[config.mk]
export PLATFORM = sky130hd
export DESIGN_NAME = hazard_ctrl
export DESIGN_NICKNAME = d
export VERILOG_FILES = /design/src/rtl/hazard_ctrl.sv
export SDC_FILE = /design/constraint.sdc
export NUM_CORES = 1
export LEC_CHECK = 0
export ABC_AREA = 0
export BUFFER_PORTS_ARGS = -buffer_cell sky130_fd_sc_hd__buf_4
export CELL_PAD_IN_SITES_DETAIL_PLACEMENT = 0
export CELL_PAD_IN_SITES_GLOBAL_PLACEMENT = 2
export CORE_MARGIN = 5
export CORE_UTILIZATION = 33
export CTS_CLUSTER_SIZE = 8
export DETAILED_ROUTE_END_ITERATION = 12
export PLACE_DENSITY = 0.81
export SLEW_MARGIN = 20
export SYNTH_ARGS = -nofsm -noshare
export SYNTH_HDL_FRONTEND = slang
export SYNTH_SLANG_ARGS = --single-unit
[constraint.sdc]
create_clock -name clk -period 1.9 [get_ports clk]
set_input_delay 0 -clock clk [delete_from_list [all_inputs] [get_ports clk]]
set_output_delay 0 -clock clk [all_outputs]
set_load 0.1 [all_outputs]
[src/rtl/hazard_ctrl.sv]
// hazard_ctrl
//   Sequential hazard controller for an NSTAGE-deep, ISSUE-wide in-order
//   pipeline. It drives every pipeline register's enable and synchronous
//   flush. Its stall sources are:
//     - load-use, found from an in-flight load tracker
//     - an internally counted divider stall
//     - instruction and data memory stalls
//   An exception that arrives while the pipe is stalled is held pending.
//   The flush stays asserted until the stall releases and the flush can
//   take effect.
//
// Ports
//   clk             clock, rising edge
//   rst             asynchronous active-high reset
//   i_stall         instruction memory not ready
//   d_stall         data memory not ready
//   d_src_valid     per D slot {rt,rs} source used      [2*ISSUE]
//   d_src           per D slot {rt,rs} register numbers [10*ISSUE]
//   d_load_valid    D slot holds a load                 [ISSUE]
//   d_load_waddr    load destination per D slot         [5*ISSUE]
//   d_branch_taken  branch resolved taken in D
//   e_div           divide/modulo valid in E
//   except          exception raised in stage NSTAGE-2
//   stage_ena       per-stage enable                    [NSTAGE]
//   stage_flush     per-stage synchronous flush         [NSTAGE]
//   longest_stall   i_stall | d_stall | div_stall
//   lwstall         load-use stall
//   div_stall       divider holding E
//   except_pending  exception held while the pipe is stalled
//
// Exception FSM
//   state | meaning
//   RUN   | no exception outstanding
//   HOLD  | exception seen during a stall, flushes held until release

module hazard_ctrl #(
    parameter int NSTAGE   = 5,
    parameter int ISSUE    = 2,
    parameter int DIV_CYC  = 32,
    localparam int LD_DEPTH = NSTAGE - 3
) (
    input  logic                  clk,
    input  logic                  rst,
    input  logic                  i_stall,
    input  logic                  d_stall,
    input  logic [2*ISSUE-1:0]    d_src_valid,
    input  logic [10*ISSUE-1:0]   d_src,
    input  logic [ISSUE-1:0]      d_load_valid,
    input  logic [5*ISSUE-1:0]    d_load_waddr,
    input  logic                  d_branch_taken,
    input  logic                  e_div,
    input  logic                  except,
    output logic [NSTAGE-1:0]     stage_ena,
    output logic [NSTAGE-1:0]     stage_flush,
    output logic                  longest_stall,
    output logic                  lwstall,
    output logic                  div_stall,
    output logic                  except_pending
);

    localparam int CW = (DIV_CYC > 2) ? $clog2(DIV_CYC) : 1;

    typedef enum logic {RUN, HOLD} state_t;

    state_t state_q, state_d;

    // Tracker slot 0 mirrors E; higher slots follow the load down the M stages.
    logic [LD_DEPTH-1:0][ISSUE-1:0]       trk_valid;
    logic [LD_DEPTH-1:0][ISSUE-1:0][4:0]  trk_waddr;

    logic [CW-1:0] cnt;
    logic          done;
    logic          xflush;
    logic          d_advance;

    // Load-use: any valid D source against any valid in-flight load.
    // Register 0 is hardwired, so it never creates a dependency.
    always_comb begin
        lwstall = 1'b0;
        for (int j = 0; j < 2*ISSUE; j++) begin
            for (int k = 0; k < LD_DEPTH; k++) begin
                for (int i = 0; i < ISSUE; i++) begin
                    if (d_src_valid[j] && (d_src[5*j +: 5] != 5'd0) &&
                        trk_valid[k][i] && (trk_waddr[k][i] == d_src[5*j +: 5]))
                        lwstall = 1'b1;
                end
            end
        end
    end

    assign div_stall      = e_div & ~done;
    assign longest_stall  = i_stall | d_stall | div_stall;
    assign xflush         = except | (state_q == HOLD);
    assign except_pending = (state_q == HOLD);

    assign stage_ena[1:0]        = {2{~(lwstall | longest_stall)}};
    assign stage_ena[NSTAGE-2:2] = {(NSTAGE-3){~longest_stall}};
    // W may retire during a divide only when the divide is being flushed.
    // This lets the excepting instruction leave without waiting for the
    // divider.
    assign stage_ena[NSTAGE-1]   = ~longest_stall | (div_stall & xflush);

    assign stage_flush[0]          = 1'b0;
    assign stage_flush[1]          = xflush | d_branch_taken;
    assign stage_flush[NSTAGE-2:2] = {(NSTAGE-3){xflush}};
    assign stage_flush[NSTAGE-1]   = 1'b0;

    assign d_advance = ~lwstall & ~stage_flush[1];

    always_ff @(posedge clk or posedge rst) begin
        if (rst) begin
            trk_valid <= '0;
            trk_waddr <= '0;
        end else if (stage_ena[2]) begin
            if (xflush) begin
                trk_valid <= '0;
                trk_waddr <= '0;
            end else begin
                trk_valid <= {trk_valid[LD_DEPTH-2:0],
                              (d_advance ? d_load_valid : {ISSUE{1'b0}})};
                trk_waddr <= {trk_waddr[LD_DEPTH-2:0], d_load_waddr};
            end
        end
    end

    // Divider counter. The done flag lets E advance for one cycle while
    // e_div is still high, so a back-to-back divide restarts cleanly.
    always_ff @(posedge clk or posedge rst) begin
        if (rst) begin
            cnt  <= '0;
            done <= 1'b0;
        end else if (except) begin
            cnt  <= '0;
            done <= 1'b0;
        end else if (div_stall) begin
            if (cnt == CW'(DIV_CYC-1)) begin
                cnt  <= '0;
                done <= 1'b1;
            end else begin
                cnt <= cnt + 1'b1;
            end
        end else if (stage_ena[2]) begin
            done <= 1'b0;
        end
    end

    always_ff @(posedge clk or posedge rst) begin
        if (rst) state_q <= RUN;
        else     state_q <= state_d;
    end

    always_comb begin
        state_d = state_q;
        case (state_q)
            RUN:     if (except && longest_stall) state_d = HOLD;
            HOLD:    if (!longest_stall) state_d = RUN;
            default: state_d = RUN;
        endcase
    end

endmodule

==> Yosys cells after proc, flatten, opt, wreduce, memory -nomap -nowiden <==
Index checks and enable logic that the tools add are counted.
{ "op_classes": {"addsub": 1, "n_eq_ne": 19, "n_mux": 29, "bitwise": 15, "n_reduce_logical": 43} }
{ "op_table": {"columns": ["cell", "count"], "rows": [
  ["$eq A5 B5 Y1", 16],
  ["$logic_and A1 B1 Y1", 37],
  ["$mux W1", 22],
  ["$mux W20", 1],
  ["$reduce_bool A5 Y1", 4],
  ["$mux W5", 3],
  ["$ne A3 B2 Y1 const B", 2],
  ["$not A1 Y1", 6],
  ["$or A1 B1 Y1", 6],
  ["$add A5 B1 Y5 const B", 1],
  ["$eq A5 B5 Y1 const B", 1],
  ["$mux W4", 1],
  ["$and A1 B1 Y1", 3],
  ["$mux W2", 1],
  ["$pmux W1 S2", 1],
  ["$reduce_and A2 Y1", 1],
  ["$reduce_bool A2 Y1", 1]
]} }
{ "totals": {"reg_bits": 31, "inputBits": 43, "output_inout_bits": 14, "word_cells": 116} }

==> Logic depth before layout (Yosys ltp) <==
Gate-level depths: netlist of the first run.
{ "depth": {"ltp_word": 24, "ltp_mapped": 9, "depth_no_buf": 6} }

==> Worst setup path after synthesis of the first run <==
OpenSTA, ideal clock, no wires.
{ "synth_path": {"kind": "register to output", "start": "register done", "end": "output stage_ena[1]", "t_arrival_ns": 3.974, "required_time_ns": 1.900, "setup_slack_ns": -2.074, "path_stages_with_launch": 8, "n_path_buf": 3, "cell_sequence": "dfrtp_1 > nand2b_1 > buf_6 > inv_2 > or3_1 > buf_6 > nor3_1 > buf_4"} }
{ "synth_via": {"elab_chain_cells": 5} }
{ "synth_rtl": {"columns": ["item", "line", "rtl"], "rows": [
  ["start: declaration", "72", "logic done;"],
  ["start signal: assignment", "131", "done <= 1'b0;"],
  ["start signal: assignment", "134", "done <= 1'b0;"],
  ["start signal: assignment", "138", "done <= 1'b1;"],
  ["$not A1 Y1", "91", "assign div_stall = e_div & ~done;"],
  ["$and A1 B1 Y1", "91", null],
  ["named net div_stall", "57", "output logic div_stall,"],
  ["$or A1 B1 Y1", "92", "assign longest_stall = i_stall | d_stall | div_stall;"],
  ["$or A1 B1 Y1", "96", "assign stage_ena[1:0] = {2{~(lwstall | longest_stall)}};"],
  ["$not A1 Y1", "96", null],
  ["end: declaration", "53", "output logic [NSTAGE-1:0] stage_ena,"]
]} }
The timed path passes the listed nets, and every way through them passes these cells.

==> Final worst setup path of the first run <==
{ "layout_path": {"start": "register trk_waddr[15] (netlist name)", "end": "output stage_ena[0]"} }
{ "layout_via": {"elab_chain_cells": 17, "word_cells_on_any_way": 23, "cone_classes": "eq/ne: 4; mux: 13; bitwise: 2; reduce/logical: 4"} }
{ "layout_rtl": {"columns": ["item", "line", "rtl"], "rows": [
  ["start: declaration", "69", "logic [LD_DEPTH-1:0][ISSUE-1:0][4:0] trk_waddr;"],
  ["start signal: assignment", "121", "trk_waddr <= {trk_waddr[LD_DEPTH-2:0], d_load_waddr};"],
  ["$eq A5 B5 Y1", "84", "trk_valid[k][i] && (trk_waddr[k][i] == d_src[5*j +: 5]))"],
  ["$logic_and A1 B1 Y1", "84", null],
  ["$mux W1 (12 in a row)", "83", "if (d_src_valid[j] && (d_src[5*j +: 5] != 5'd0) &&"],
  ["$mux W1 (*)", "83", null],
  ["$or A1 B1 Y1 (*)", "96", null],
  ["$not A1 Y1 (*)", "96", null]
]} }
Mark *: on every way between the ends. The rest lies on a longest branch, timed or not.

==> results of run 1 <==
==> metrics by stage <==
step,utilization,instances,hold WS [ns],TNS [ns],power [mW]
2_1_floorplan,-,322,0.0631,-0.334,1.11
3_3_place_gp,0.371,442,0.123,-0.241,1.20
3_5_place_dp,0.371,442,0.123,-0.420,1.20
4_1_cts,0.417,468,0.000491,-0.661,1.93
5_1_grt,0.430,477,0.0136,-1.19,2.01
6_report,0.430,477,0.0111,-0.569,1.93
==> cell type report <==
type,instances,area (um2),share of cell area
clock buffers,6,82.6,0.0236
clock inverters,2,35.0,0.0100
inverters,5,40.0,0.0115
multi-input cells,232,1600,0.458
flip-flops and latches,31,798,0.228
well taps,105,131,0.0376
repair buffers,96,808,0.231
==> cell families (layout without fill, tap and decap cells) <==
group / after synthesis / after routing
and+or+nand+nor: 129 / 129
xor gates and xnor gates: 80 / 80
buffers and inverters: 59 / 109
DFF: 31 / 31
AOI/OAI and AO/OA: 19 / 19
adders and majority gates: 2 / 2
other: 1 / 2
==> registers in the layout, indices dropped and copies added (netlist names) <==
| signal | cells |
|---|---|
| except_pending | 1 |
| trk_waddr | 20 |
| done | 1 |
| trk_valid | 4 |
| cnt | 5 |
==> cells in the final DEF (no fill, tap or decap), types with 2 or more instances in the layout <==
master | netlist | final
nor3_1 | 3 | 2
o21ai_2 | 2 | 2
nor4_2 | 0 | 5
buf_4 | 11 | 75
o21ai_0 | 4 | 3
nand2_1 | 50 | 50
or4_1 | 3 | 3
nor4_1 | 16 | 11
xnor2_1 | 16 | 16
and4_4 | 2 | 4
o21ai_1 | 2 | 2
o22ai_4 | 0 | 2
dfrtp_1 | 31 | 13
clkbuf_8 | 0 | 6
a21oi_1 | 6 | 6
inv_1 | 3 | 3
nand3_1 | 40 | 40
conb_1 | 1 | 2
ha_1 | 2 | 2
xor2_1 | 64 | 63
dlygate4sd3_1 | 0 | 14
nor2_1 | 5 | 5
buf_12 | 0 | 3
buf_6 | 21 | 4
dfrtp_2 | 0 | 18
==> how the worst min path moves through the flow <==
stage                     startpoint            to  slack (ns)
final                          e_div          done        0.01
after global routing           e_div          done        0.01
after floorplan               except        cnt[1]        0.06
after CTS                      e_div          done      0.0005
after global placement           rst  trk_waddr[8]        0.12
after detailed placement         rst  trk_waddr[4]        0.12
==> tightest hold or removal path, stage by stage <==
cell and delay (ns):
buf_4 0.12, nand3b_1 0.08, a21oi_1 0.06
==> what timing repair did <==
| action | 4_1_cts | 5_1_grt |
|---|---|---|
| buffers inserted | 4 | 9 |
| resized for setup | 29 | 9 |
| hold buffers | 14 | 0 |
| hold endpoints to repair | 49 | 0 |
| endpoints found under the setup margin | 9 | 5 |
| pin swaps | 11 | 10 |
==> metal layers <==
| layer | GRT usage | vias to the layer above | wire length (um) |
|---|---|---|---|
| met4 | 0.0477 | 0 | 80 |
| li1 | - | 1129 | - |
| met1 | 0.232 | 1074 | 3790 |
| met2 | 0.227 | 64 | 3350 |
| met3 | 0.0284 | 6 | 471 |
| met5 | 0 | - | 0 |
==> power by group through the flow <==
stage | clock network (mW) | registers, mW | logic (mW)
2_1_floorplan | 0 | 0.716 | 0.398
3_3_place_gp | 0 | 0.735 | 0.462
3_5_place_dp | 0 | 0.736 | 0.465
4_1_cts | 0.695 | 0.724 | 0.510
5_1_grt | 0.720 | 0.728 | 0.566
6_report | 0.679 | 0.725 | 0.522
==> flow_summary.ini, run 1 <==
[run_status]
status = finished, violations left
violations = negative setup slack

[layout]
fill_cells = 812
num_antenna_cells = 0
final_nets = 416
finish.instance_area_um2 = 3490
drive_above_1_share = 0.352
area_growth_pct = 28.3

[setup_path]
worstSetupEndpoint = stage_ena[0]
critPathTopFamily = simple AND/OR/NAND/NOR gates
setup.worst_path.end_class = output pin
critPathLaunchType = register
critPathRequiredTime_ns = 1.90
startpoint = trk_waddr[15]
worstSetupPathType = register to output pin
ff2ff_setup_slack_ns = 0.04
r2r_start = trk_waddr[15]
cp.arrival_ns = 2.10
path_buf_inv = 2
rr_worst_depth = 8
crit_chain = xor2_1 -> nor4_1 -> nand3_1 -> and4_4 -> o22ai_4 -> buf_6 -> nor3_4 -> buf_12
slowest_stage = dfrtp_2
rr_endpoint = trk_valid[0]
slowest_delay_ns = 0.46
path_max_fanout = 5
path_depth = 8

[pwr]
p_comb_frac = 0.271
irDropWorstVdd_mv = 0.357
pwr-share-clk = 0.353
p_int_mw = 1.32
cellPowerDensity_nw_per_um2 = 551
power_leakage_nw = 1.69
sw_frac_of_total = 0.315
pwr-share-seq = 0.376
p_switching_uw = 606

[placement]
port_buffers = 54
hpwl_um = 5650
routabilityCongestion = 0.818
placed_area_um2 = 3020
post-place-ws_ns = -0.0937

[route]
viasPerCell = 4.77
wl_per_cell_um = 16.1
wl_um = 7690
vias = 2273
drc = 0
first_iter_violations = 109
ant_nets = 0
drt_pass1_iterations = 4

[yosys]
synthTopCellsByArea = dfrtp_1, xor2_1, buf_6, nand3_1, nand2_1
ys_seq_area_frac = 0.285
synthFlopType = dfrtp_1
synth-adder-area-share = 0.00919
synth_compound_gate_area_share = 0.0455
yosys-top-cells-count = xor2_1, nand2_1, nand3_1
synth_xor_area_frac = 0.257
yosysWarnings = 0
synth_top_family_by_area = XOR/XNOR gates
synth_cells = 321
syn-cell-area_um2 = 2720
ys_ff_latch = 31
synth_top_area_frac = 0.285
synth_top_area_cell = dfrtp_1
syn-mean-instance-area_um2 = 8.49
muxShareOfSynthArea = 0
synth_cell_types = 35
async_flop_share = 1.00
synth_edf_count = 0
synth_simple_gate_area_frac = 0.237
yosysMostFrequentCell = xor2_1

[global_routing]
globalRouteTotalUtil = 0.156
overflow = 0
grt_max_degree = 32
grt_pass1_vias = 2230
antenna_found_initial = 0
grt_pass1_wl_um = 12200

[sta]
timing.final.crit_share = 1.10
setup_violations = 3
period_minus_slack_ns = 2.10
rsz0062_at_grt = yes
fin_skew_ns = 0.00700
report.final.slew_viol_count = 0
finalHoldViolations = 0
max_clock_freq_mhz = 477
timing.final.ws_setup_ns = -0.196

[clock_network]
clkTransAtPathRegs_ns = 0.07
root_buffer = clkbuf_8
cts_max_path_buffers = 2
cts_tree = done
insertion_delay_ns = 0.28
numClockSinks = 31
cts-buffers-inserted = 5
htree_num_levels = 2

[hold_path]
min_path_type = primary input to register
holdPathStages = 3

[flow_run]
maxCapViolations = 0

[floorplan]
fp.dieH_um = 101
fp-row-count = 33
start_util = 0.335
core_area_um2 = 8130
pin_count = 57
dieArea_um2 = 10200
die_x_um = 101
Power figures use the tool's default switching activity.
==> run 2, diff against run 1 <==
--- a/config.mk
+++ b/config.mk
@@ -14,6 +14,7 @@
 export CTS_CLUSTER_SIZE = 8
 export DETAILED_ROUTE_END_ITERATION = 12
 export PLACE_DENSITY = 0.81
+export REMOVE_ABC_BUFFERS = 1
 export SLEW_MARGIN = 20
 export SYNTH_ARGS = -nofsm -noshare
 export SYNTH_HDL_FRONTEND = slang
==> run 2 against run 1 <==
The flow still finishes with violations (negative setup slack). Sequential power hardly changed. Maximum frequency decreased by 0.36%. Via count grew 5.4%. Hold slack worse by 0.0030 ns. Largest cell class unchanged. First-iteration DRC count is 4.6% higher. Clock-buffer cell count stayed put. Core utilization grew 0.25 points. Sequential share of layout area fell by 0.24 points.
==> flow_summary.ini, run 2 (synthesized netlist as in run 1, its figures left out) <==
[run_status]
status = finished, violations left
violations = negative setup slack

[clock_network]
cts_max_path_buffers = 2
cts-buffers-inserted = 5
root_buffer = clkbuf_8
htree_num_levels = 2
numClockSinks = 31
cts_tree = done
insertion_delay_ns = 0.28
clkTransAtPathRegs_ns = 0.07

[sta]
max_clock_freq_mhz = 475
timing.final.ws_setup_ns = -0.204
setup_violations = 5
fin_skew_ns = 0.00758
report.final.slew_viol_count = 0
rsz0062_at_grt = yes
fin_tns_setup_ns = -0.692
finalHoldViolations = 0
period_minus_slack_ns = 2.10
timing.final.crit_share = 1.11

[layout]
drive_above_1_share = 0.351
max_flop_register = trk_waddr
area_growth_pct = 29.0
final_cell_mix = buf_4, xor2_1, nand2_1
largestRegisters = trk_waddr x20, cnt x5, trk_valid x4
final_nets = 429
largest_register_ffs = 20
final_common_cell = buf_4
fill_cells = 834
num_antenna_cells = 0
finish.instance_area_um2 = 3510

[pwr]
power_leakage_nw = 1.76
irDropWorstVdd_mv = 0.258
cellPowerDensity_nw_per_um2 = 553
finalPower_mw = 1.94

[placement]
post-place-ws_ns = -0.0823
port_buffers = 54
placed_area_um2 = 3010
hpwl_um = 5900
routabilityCongestion = 0.974

[global_routing]
globalRouteTotalUtil = 0.161
grt_max_degree = 32
antenna_found_initial = 0
grt_pass1_vias = 2389
overflow = 0
grt_pass1_wl_um = 12700

[route]
wl_um = 8010
wl_per_cell_um = 16.4
drt_pass1_iterations = 4
drc = 0
viasPerCell = 4.89
vias = 2395
first_iter_violations = 114
ant_nets = 0

[setup_path]
cp.arrival_ns = 2.10
crit_chain = xor2_1 -> nor4_1 -> nand3_1 -> and4_4 -> o22ai_4 -> or2_4 -> buf_12
slowest_delay_ns = 0.46
r2r_start = trk_waddr[0]
critPathLaunchType = register
path_buf_inv = 1
rr_worst_depth = 9
worstSetupPathType = register to output pin
critPathRequiredTime_ns = 1.90
path_max_fanout = 4
critPathTopFamily = simple AND/OR/NAND/NOR gates
rr_endpoint = trk_valid[0]
ff2ff_setup_slack_ns = -0.10
setup.worst_path.end_class = output pin
slowest_stage = dfrtp_2

[floorplan]
fp.dieH_um = 101
fp-row-count = 33
dieArea_um2 = 10200
core_area_um2 = 8130
start_util = 0.335
die_x_um = 101
pin_count = 57

[hold_path]
hp-start = i_stall
holdPathStages = 3
min_to = done
min_path_type = primary input to register

[flow_run]
maxCapViolations = 0
## run 2: cell types whose count changed in the layout (fill, tap and decap cells not counted), sizes merged
cell,previous run,this run
dlygate4sd3,14,15
buf,82,93
inv,5,6
## run 2: tightest hold or removal path, stage by stage
cell and delay (ns):
buf_4 0.08, o21ai_0 0.06, a21oi_1 0.11
## run 2: final cells by class
class	count	area [um2]	area share
timing repair inverter	1	3.75	0.00107
multi-input combinational	232	1560	0.443
inverter	5	23.8	0.00676
clock buffer	6	82.6	0.0235
clock inverter	2	35.0	0.00997
tap	105	131	0.0374
sequential	31	795	0.226
timing repair buffer	108	887	0.252
## run 2: through the flow
step,hold slack [ns],std cells,utilization
floorplan,0.0631,268,-
global placement,0.128,450,0.370
detailed placement,0.125,450,0.370
CTS,0.00478,487,0.426
global route,0.0285,490,0.432
finish,0.00808,490,0.432
## run 2: worst max path at each step
| stage | start | slack (ns) | depth (start not counted) | endpoint |
|---|---|---|---|---|
| final | trk_waddr[0] | -0.20 | 7 | lwstall |
| after global placement | trk_waddr[3] | -0.06 | 7 | lwstall |
| after CTS | trk_waddr[11] | -0.22 | 8 | lwstall |
| after detailed placement | trk_waddr[13] | -0.08 | 8 | lwstall |
| after floorplan | done | -4.26 | 4 | stage_ena[0] |
| after global routing | trk_waddr[7] | -0.27 | 7 | lwstall |
## run 2: metal layers
layer,share of wire,GRT usage
met1,0.45,0.219
met2,0.49,0.262
met3,0.048,0.0284
met4,0.016,0.0456
met5,0,0
## run 2: power by group
part	leakage (nW)	internal [mW]	switching [mW]
registers	0.401	0.682	0.0398
logic	1.29	0.216	0.307
clock network	0.0612	0.425	0.273
total	1.76	1.32	0.620
## run 2: repair_timing
item | in CTS | in global routing
resized for setup | 28 | 7
cloned | 1 | 0
hold endpoints to repair | 49 | 0
setup endpoints to repair | 5 | 5
hold buffers | 15 | 0
pin swaps | 18 | 4
setup buffers | 13 | 3
==> run 3, diff against run 2 <==
==> constraint.sdc (replaced) <==
create_clock -name clk -period 2.1 [get_ports clk]
set_input_delay 0 -clock clk [delete_from_list [all_inputs] [get_ports clk]]
set_output_delay 0 -clock clk [all_outputs]
set_load 0.1 [all_outputs]
==> run 3 against run 2 <==
The run still ends with negative setup slack left. Clock power fell by 32%. Combinational power fell by 11%. Power fell by 18%. Largest cell class unchanged. Clock-buffer cell count unchanged. Critical endpoint unchanged. Global-route usage down 0.30 points. First-iteration DRC count is 5.3% lower. Highest routed layer unchanged. Routed wire length fell by 3.0%.
==> flow_summary.ini, run 3 (synthesized netlist as in run 1, its figures left out) <==
[floorplan]
dieArea_um2 = 10200
pin_count = 57
die_x_um = 101
core_area_um2 = 8130
fp-row-count = 33
start_util = 0.335
fp.dieH_um = 101

[global_routing]
grt_pass1_wl_um = 12500
antenna_found_initial = 0
grt_max_degree = 32
grt_pass1_vias = 2324
overflow = 0
globalRouteTotalUtil = 0.158

[setup_path]
critPathLaunchType = register
ff2ff_setup_slack_ns = 0.15
r2r_start = cnt[0]
path_buf_inv = 2
path_depth = 8
critPathRequiredTime_ns = 2.10
slowest_stage = dfrtp_2
critPathTopFamily = simple AND/OR/NAND/NOR gates
worstSetupPathType = register to output pin
cp.arrival_ns = 2.11
path_max_fanout = 5
slowest_delay_ns = 0.47
setup.worst_path.end_class = output pin
startpoint = trk_waddr[11]
worstSetupEndpoint = lwstall
crit_chain = buf_4 -> xor2_1 -> nor4_2 -> nand3_1 -> and4_4 -> o22ai_4 -> or2_4 -> buf_12
rr_endpoint = done
rr_worst_depth = 6

[flow_run]
maxCapViolations = 0

[layout]
area_growth_pct = 24.4
final_util = 0.417
largestRegisters = trk_waddr x20, cnt x5, trk_valid x4
final_common_cell = buf_4
final_cell_mix = buf_4, xor2_1, nand2_1
num_antenna_cells = 0
fill_cells = 825
drive_above_1_share = 0.335
largest_register_ffs = 20
max_flop_register = trk_waddr
final_nets = 414

[clock_network]
clkTransAtPathRegs_ns = 0.07
cts_tree = done
root_buffer = clkbuf_8
cts-buffers-inserted = 5
insertion_delay_ns = 0.29
numClockSinks = 31
cts_max_path_buffers = 2
htree_num_levels = 2

[route]
ant_nets = 0
first_iter_violations = 108
wl_um = 7770
vias = 2306
drt_pass1_iterations = 4
drc = 0
viasPerCell = 4.85
wl_per_cell_um = 16.4

[sta]
fin_skew_ns = 0.00835
finalHoldViolations = 0
max_clock_freq_mhz = 475
setup_violations = 1
timing.final.crit_share = 1.00
period_minus_slack_ns = 2.11
timing.final.ws_setup_ns = -0.00522
report.final.slew_viol_count = 0
rsz0062_at_grt = yes

[run_status]
status = finished, violations left
violations = negative setup slack

[pwr]
power_leakage_nw = 1.65
cellPowerDensity_nw_per_um2 = 470
finalPower_mw = 1.59
irDropWorstVdd_mv = 0.212

[hold_path]
min_path_type = primary input to register

[placement]
post-place-ws_ns = 0.0476
routabilityCongestion = 0.884
port_buffers = 54
hpwl_um = 5620
run 3: changes by cell type in the layout (fill, tap and decap cells not counted), moves of 3 or more:
cell	change
buf_4	-11
buf_6	-5
dfrtp_1	-4
dfrtp_2	+4
nor4_1	-3
nor4_2	+3
run 3: area by class of cell:
| cell class | count | area [um2] | share of cell area |
|---|---|---|---|
| Clock buffer | 6 | 72.6 | 0.0214 |
| Clock inverter | 2 | 12.5 | 0.00369 |
| Inverter | 5 | 23.8 | 0.00701 |
| Multi-Input combinational cell | 232 | 1570 | 0.464 |
| Sequential cell | 31 | 800 | 0.236 |
| Tap cell | 105 | 131 | 0.0388 |
| Timing Repair Buffer | 94 | 778 | 0.230 |
run 3: repair_timing:
item	4_1_cts	5_1_grt
setup endpoints to repair	3	3
buffers inserted	8	8
gates resized for setup	26	11
hold endpoints to repair	49	0
hold buffers	16	0
pin swaps	12	11
run 3: worst min path at each step:
stage	startpoint	cells after the start	endpoint	slack [ns]
after floorplan	except	1	cnt[1]	0.06
after global routing	d_branch_taken	4	trk_valid[1]	0.06
after global placement	rst	3	trk_waddr[9]	0.13
final	d_branch_taken	4	trk_valid[1]	0.03
after CTS	d_branch_taken	4	trk_valid[1]	0.02
after detailed placement	rst	3	trk_waddr[9]	0.13
run 3: tightest hold or removal path, cell delays in order:
cell,delay (ns)
buf_4,0.08
nor2_1,0.05
nand3_1,0.08
o31ai_1,0.06
run 3: metal layers:
metal  share of wire  routed length (um)  vias to the layer above  GRT usage
met5               0                   0                        -          0
met4           0.016                 126                        0     0.0394
met3           0.054                 417                        8     0.0284
met2            0.48                3690                       59      0.258
met1            0.45                3540                     1115      0.217
li1                -                   -                     1124          -
run 3: power by group:
| part | internal, mW | total (mW) | switching (mW) | leakage, nW |
|---|---|---|---|---|
| clock | 0.232 | 0.475 | 0.243 | 0.0412 |
| sequential | 0.618 | 0.654 | 0.0366 | 0.394 |
| combinational | 0.187 | 0.463 | 0.276 | 1.22 |
| total | 1.04 | 1.59 | 0.556 | 1.65 |
run 3: metrics by stage:
step	cell area, um2	hold WS (ns)	cells	setup TNS, ns
2_1_floorplan	2300	0.0631	268	-42.24
3_3_place_gp	2900	0.128	435	0
3_5_place_dp	2900	0.134	435	0
4_1_cts	3280	0.0189	467	-0.0892
5_1_grt	3390	0.0567	475	-0.236
6_report	3390	0.0260	475	-0.00522
